`src/rtl/dart_sensor.sv`:
```
// Dart board sensor front end: synchronizes and debounces the raw hit level, queues hit
// positions in a small FIFO and issues them to the scoring stage at a minimum spacing.
module dart_sensor #(
  parameter int DEBOUNCE = 4,
  parameter int GAP      = 8,
  parameter int DEPTH    = 4
) (
  input  logic                    clk,
  input  logic                    reset,
  input  logic                    hit_raw_i,
  input  logic [7:0]              hit_x_i,
  input  logic [7:0]              hit_y_i,
  input  logic                    game_set_i,
  output logic                    dart_come_o,
  output logic [7:0]              dart_position_x_o,
  output logic [7:0]              dart_position_y_o,
  output logic                    drop_o,
  output logic [$clog2(DEPTH):0]  fifo_count_o
);

  localparam int AW = $clog2(DEPTH);
  localparam int CW = AW + 1;
  localparam logic [3:0]    DEB_M1   = 4'(DEBOUNCE - 1);
  localparam logic [CW-1:0] FULL_CNT = CW'(DEPTH);
  localparam logic [7:0]    GAP_LOAD = 8'(GAP - 1);

  typedef enum logic [1:0] {IDLE, ARM, HELD, REL} state_t;

  logic [1:0]    sync_q;
  logic          hs;
  state_t        state_q, state_d;
  logic [3:0]    cnt_q, cnt_d;
  logic          accept;

  logic [15:0]   mem_q [DEPTH];
  logic [AW-1:0] wr_ptr_q, wr_ptr_d;
  logic [AW-1:0] rd_ptr_q, rd_ptr_d;
  logic [CW-1:0] count_q, count_d;
  logic [7:0]    gap_q, gap_d;
  logic          come_q, come_d;
  logic          drop_q, drop_d;
  logic [7:0]    pos_x_q, pos_x_d;
  logic [7:0]    pos_y_q, pos_y_d;

  logic          full, empty, issue, push_req, push;
  logic [15:0]   head;

  always_ff @(posedge clk or posedge reset) begin
    if (reset) begin
      sync_q <= 2'b00;
    end else begin
      sync_q <= {sync_q[0], hit_raw_i};
    end
  end

  assign hs = sync_q[1];

  always_ff @(posedge clk or posedge reset) begin
    if (reset) begin
      state_q <= IDLE;
      cnt_q   <= 4'd0;
    end else begin
      state_q <= state_d;
      cnt_q   <= cnt_d;
    end
  end

  // With DEBOUNCE=1 a single high or low sample is enough, so ARM/REL are skipped.
  always_comb begin
    state_d = state_q;
    cnt_d   = cnt_q;
    unique case (state_q)
      IDLE: begin
        if (hs) begin
          if (DEBOUNCE == 1) begin
            state_d = HELD;
            cnt_d   = 4'd0;
          end else begin
            state_d = ARM;
            cnt_d   = 4'd1;
          end
        end
      end
      ARM: begin
        if (!hs) begin
          state_d = IDLE;
          cnt_d   = 4'd0;
        end else if (cnt_q == DEB_M1) begin
          state_d = HELD;
          cnt_d   = 4'd0;
        end else begin
          cnt_d = cnt_q + 4'd1;
        end
      end
      HELD: begin
        if (!hs) begin
          if (DEBOUNCE == 1) begin
            state_d = IDLE;
            cnt_d   = 4'd0;
          end else begin
            state_d = REL;
            cnt_d   = 4'd1;
          end
        end
      end
      REL: begin
        if (hs) begin
          state_d = HELD;
          cnt_d   = 4'd0;
        end else if (cnt_q == DEB_M1) begin
          state_d = IDLE;
          cnt_d   = 4'd0;
        end else begin
          cnt_d = cnt_q + 4'd1;
        end
      end
      default: begin
        state_d = IDLE;
        cnt_d   = 4'd0;
      end
    endcase
  end

  always_comb begin
    accept = 1'b0;
    if (state_q == ARM && hs && cnt_q == DEB_M1) begin
      accept = 1'b1;
    end else if (state_q == IDLE && hs && DEBOUNCE == 1) begin
      accept = 1'b1;
    end
  end

  assign full     = (count_q == FULL_CNT);
  assign empty    = (count_q == '0);
  assign issue    = !empty && (gap_q == 8'd0) && !game_set_i;
  assign push_req = accept && !game_set_i;
  assign push     = push_req && (!full || issue);
  assign head     = mem_q[rd_ptr_q];

  // Entries are read only through the pointers, so the storage itself needs no reset.
  always_ff @(posedge clk) begin
    if (push) begin
      mem_q[wr_ptr_q] <= {hit_x_i, hit_y_i};
    end
  end

  always_comb begin
    wr_ptr_d = wr_ptr_q;
    rd_ptr_d = rd_ptr_q;
    count_d  = count_q;
    drop_d   = push_req && full && !issue;
    come_d   = issue;
    pos_x_d  = pos_x_q;
    pos_y_d  = pos_y_q;
    gap_d    = (gap_q != 8'd0) ? gap_q - 8'd1 : gap_q;
    if (game_set_i) begin
      rd_ptr_d = wr_ptr_q;
      count_d  = '0;
    end else begin
      if (push) begin
        wr_ptr_d = wr_ptr_q + AW'(1);
      end
      if (issue) begin
        rd_ptr_d = rd_ptr_q + AW'(1);
        gap_d    = GAP_LOAD;
        pos_x_d  = head[15:8];
        pos_y_d  = head[7:0];
      end
      unique case ({push, issue})
        2'b10:   count_d = count_q + CW'(1);
        2'b01:   count_d = count_q - CW'(1);
        default: count_d = count_q;
      endcase
    end
  end

  always_ff @(posedge clk or posedge reset) begin
    if (reset) begin
      wr_ptr_q <= '0;
      rd_ptr_q <= '0;
      count_q  <= '0;
      gap_q    <= 8'd0;
      come_q   <= 1'b0;
      drop_q   <= 1'b0;
      pos_x_q  <= 8'd0;
      pos_y_q  <= 8'd0;
    end else begin
      wr_ptr_q <= wr_ptr_d;
      rd_ptr_q <= rd_ptr_d;
      count_q  <= count_d;
      gap_q    <= gap_d;
      come_q   <= come_d;
      drop_q   <= drop_d;
      pos_x_q  <= pos_x_d;
      pos_y_q  <= pos_y_d;
    end
  end

  assign dart_come_o       = come_q;
  assign drop_o            = drop_q;
  assign dart_position_x_o = pos_x_q;
  assign dart_position_y_o = pos_y_q;
  assign fifo_count_o      = count_q;

endmodule

```
`config.mk`:
```
export PLATFORM = sky130hd
export DESIGN_NAME = dart_sensor
export DESIGN_NICKNAME = d
export VERILOG_FILES = /design/src/rtl/dart_sensor.sv
export SDC_FILE = /design/constraint.sdc
export NUM_CORES = 1
export LEC_CHECK = 0
export ABC_AREA = 1
export BUFFER_PORTS_ARGS = -buffer_cell sky130_fd_sc_hd__buf_2
export CAP_MARGIN = 40
export CORE_UTILIZATION = 50
export CTS_CLUSTER_SIZE = 14
export DETAILED_ROUTE_END_ITERATION = 10
export PLACE_DENSITY = 0.69
export SLEW_MARGIN = 10
export SYNTH_ARGS = -nofsm -noshare
export SYNTH_HDL_FRONTEND = slang
export SYNTH_SLANG_ARGS = --single-unit
```
`constraint.sdc`:
```
create_clock -name clk -period 4.4 [get_ports clk]
set_input_delay 0.88 -clock clk [delete_from_list [all_inputs] [get_ports clk]]
set_output_delay 0.88 -clock clk [all_outputs]
set_load 0.03 [all_outputs]
```
==> metrics.csv <==
stage,metric,value,unit
run_status,status,completed,
route,vias_per_cell,5.218,
floorplanning,die_y,94.77,um
power_and_ir_drop,p_seq_share,48.7,%
route,wirelength,7.730,mm
clock_tree,postCtsSetupRepairBufs,0,
cells_and_area,fin_nets,454,
route,drtIter0Drc,149,
setup_path,crit_required,4480,ps
global_route,met3_usage,5.717,%
clock_tree,cts_tree,built,
timing,rsz0062_at_grt,false,
timing,fmax,398.6,MHz
power_and_ir_drop,ir_drop,0.0002545,V
setup_path,max_stage_delay,550,ps
clock_tree,cts_root_buf,clkbuf_8,
synthesis,synthCells,379,
timing,finalCritPeriodShare,57.01,%
synthesis,yosysWarningCount,0,
clock_tree,cts_resized,0,
synthesis,yosysTopAreaCell,edfxtp_1,
setup_path,slowest_stage,nor2_1,
synthesis,synth_fp_nets,407,
setup_path,cp-end-kind,flop,
setup_path,worstSetupPathType,flop to flop,
floorplanning,core-area,8258,sq um
global_route,grt_max_degree,42,
setup_path,reg2reg_depth,9,
power_and_ir_drop,p_leak,2.073,nW
timing,slew_headroom,53.99,%
floorplanning,start_util,52.11,%
global_route,antenna_found_initial,0,
route,first_pass_iters,4,
power_and_ir_drop,p_switching,978.8,uW
min_path,hp-class,flop to flop,
clock_tree,clockBufferDepth,2,
min_path,hold_depth,0,
timing,worstMarginPinSlew,687.6,ps
setup_path,rr_endpoint,mem_q[2][14],
power_and_ir_drop,p_total,2.668,mW
setup_path,path_delay_family,simple AND/OR/NAND/NOR gates,
global_route,grt.total_usage,19.48,%
global_route,grt_pass1_vias,2734,
clock_tree,cts_buffers,9,
route,avgRoutedWirePerCell,14.42,um
place,post-dp-hpwl,5.144,mm
place,io_buffers,40,
global_route,grt-ovfl-total,0,
timing,tns,0,ps
clock_tree,clkLatencyLatePin,370,ps
setup_path,crit_arrival,2590,ps
synthesis,synth_area_per_cell,11.35,sq um
job,cap_viol_max_count,0,
min_path,holdPathEnd,sync_q[1],
setup_path,critical_path.most_common_cell,nand2_1,
power_and_ir_drop,switching_share,36.69,%
setup_path,rr_startpoint,gap_q[0],
power_and_ir_drop,p_comb_share,30.1,%
synthesis,netlist_area,4303,sq um
clock_tree,clk_pin_slew_worst_paths,100,ps
synthesis,yosys-top-cells-area,"edfxtp_1 45%, dfrtp_1 24%, nand2_1 6.1%",
place,place_area,4629,sq um
floorplanning,die_x,94.77,um
power_and_ir_drop,clock_power_share,21.2,%
global_route,use_met1,25.47,%
global_route,grt_pass1_wl,12.99,mm
timing,drv_slew,0,
cells_and_area,diodes,0,
synthesis,synth-seq-cells,105,
cells_and_area,fin_util,58.36,%
setup_path,crit_buf_inv,2,
cells_and_area,area_growth,12.01,%
route,drc,0,
timing,hold_viol,0,
floorplanning,dieArea,8980,sq um
synthesis,ys_seq_area_share,68.51,%
setup_path,path_max_fanout,11,
power_and_ir_drop,p_per_area,553.5,nW/um^2
floorplanning,rows,33,
timing,clock_skew,11.72,ps
setup_path,regToRegSetupSlack,1890,ps
clock_tree,cts_hold_buf,0,
power_and_ir_drop,intPower,1.689,mW
cells_and_area,drive_above_1_share,17.40,%
floorplanning,io_pins,41,
timing,period_minus_slack,2509,ps
place,gp_congestion,0.7919,
min_path,hold_path_startpoint,sync_q[0],
setup_path,start_kind,flop,
clock_tree,cts_max_level,3,
global_route,met2_usage,31.41,%
route,vias,2797,
synthesis,synthDominantCellAreaShare,44.66,%
synthesis,synth_cell_types,30,
global_route,top_usage_layer,met2,
setup_path,path_cells,"inv_1, ha_1, nand2_1, nor2_4, nand3_2, nand2_1, nand2_2, nor2_1, buf_4",
timing,setup_viol_count_final,0,
cells_and_area,fill_cells,721,
clock_tree,cts_sinks,105,
route,ant_nets,0,
cells_and_area,final_area,4820,sq um
==> metrics by stage <==
step / setup slack (ps) / hold slack (ps) / cells
after floorplan: 1927 / 331.2 / 379
after global placement: 1765 / 336.3 / 519
after detailed placement: 1655 / 336.4 / 520
after CTS: 1858 / 356.3 / 536
after global routing: 1687 / 377.4 / 536
final: 1891 / 351.3 / 536
==> state kept, by name, indices dropped and copies added (netlist names), 2 cells and up, named ones only <==
signal / cells
mem_q: 64
cnt_q: 4
fifo_count_o: 3
gap_q: 8
rd_ptr_q: 2
dart_position_y_o: 8
dart_position_x_o: 8
sync_q: 2
wr_ptr_q: 2
==> cells in the final DEF (no fill, tap or decap) <==
| master | count |
|---|---|
| nand2_1 | 70 |
| nor2_4 | 1 |
| nand2_4 | 2 |
| or2_2 | 1 |
| o22ai_1 | 17 |
| nand3b_1 | 1 |
| ha_1 | 7 |
| nand3_2 | 1 |
| clkinv_4 | 2 |
| edfxtp_1 | 64 |
| inv_8 | 2 |
| a21oi_1 | 4 |
| buf_4 | 7 |
| clkbuf_8 | 10 |
| nor2_2 | 3 |
| dfrtp_1 | 41 |
| inv_1 | 32 |
| nand3_1 | 14 |
| fa_1 | 1 |
| clkbuf_1 | 1 |
| o21ai_1 | 2 |
| o211ai_1 | 3 |
| inv_6 | 1 |
| inv_2 | 1 |
| nor3_1 | 1 |
| buf_2 | 40 |
| nand2_2 | 3 |
| buf_8 | 1 |
| o21a_1 | 1 |
| xor2_1 | 6 |
| o21ai_0 | 39 |
| a22oi_1 | 1 |
| nor2_1 | 49 |
| nand4_1 | 2 |
==> synthesized netlist by cell type <==
cell	n
nand2_1	70
edfxtp_1	64
nor2_1	49
dfrtp_1	41
o21ai_0	39
inv_1	32
o22ai_1	17
nand3_1	14
clkbuf_1	7
ha_1	7
xor2_1	6
a21oi_1	4
buf_6	3
nand2_2	3
nor2_2	3
o211ai_1	3
nand2_4	2
nand4_1	2
o21ai_1	2
a22oi_1	1
buf_2	1
buf_4	1
fa_1	1
inv_2	1
nand3_2	1
nand3b_1	1
nor2_4	1
nor3_1	1
o21a_1	1
or2_2	1
==> power by group through the flow <==
stage	Sequential [mW]	Clock [mW]	Combinational, mW
2_1_floorplan	1.41	0	0.485
3_3_place_gp	1.32	0	0.771
3_5_place_dp	1.32	0	0.806
4_1_cts	1.30	0.580	0.809
5_1_grt	1.32	0.618	0.909
6_report	1.30	0.566	0.803
==> per-layer routing <==
| metal | vias up | share of wire [%] |
|---|---|---|
| met1 | 1355 | 44 |
| met2 | 66 | 50 |
| met4 | 0 | 0.44 |
| li1 | 1374 | - |
| met3 | 2 | 5.5 |
| met5 | - | 0 |
==> cell families (layout without fill, tap and decap cells) <==
kind of cell,after synthesis,count (layout),share of synthesized area (%)
simple gates,148,148,14.63
flops,105,105,68.51
compound gates,67,67,8.578
buf+inv,45,97,4.565
fa+ha+maj,8,8,2.501
xor+xnor,6,6,1.221
==> worst max path at each step <==
stage               start            to  slack (ps)  cells past startpoint
2_1_floorplan  game_set_i   mem_q[0][0]        1930                      5
3_3_place_gp   game_set_i  mem_q[2][11]        1760                      7
3_5_place_dp   game_set_i   mem_q[2][8]        1650                      7
4_1_cts          gap_q[0]  mem_q[2][14]        1860                      9
5_1_grt          gap_q[0]  mem_q[2][14]        1690                      9
6_report         gap_q[0]  mem_q[2][14]        1890                      9
==> worst register-to-register path, stage by stage (launching register included) <==
cell,delay [ps]
dfrtp_1,390
inv_1,110
ha_1,160
nand2_1,80
nor2_4,280
nand3_2,120
nand2_1,110
nand2_2,110
nor2_1,550
buf_4,310
==> final cells by class <==
class,count,area [sq um],area share (%)
sequential,105,2948,61.16
tap,105,131.4,2.726
timing repair buffer,48,267.8,5.556
clock buffer,11,141.4,2.934
clock inverter,5,48.80,1.012
inverter,33,123.9,2.570
multi-input combinational,229,1159,24.04
Note: power is estimated with default switching activity, not from simulation.
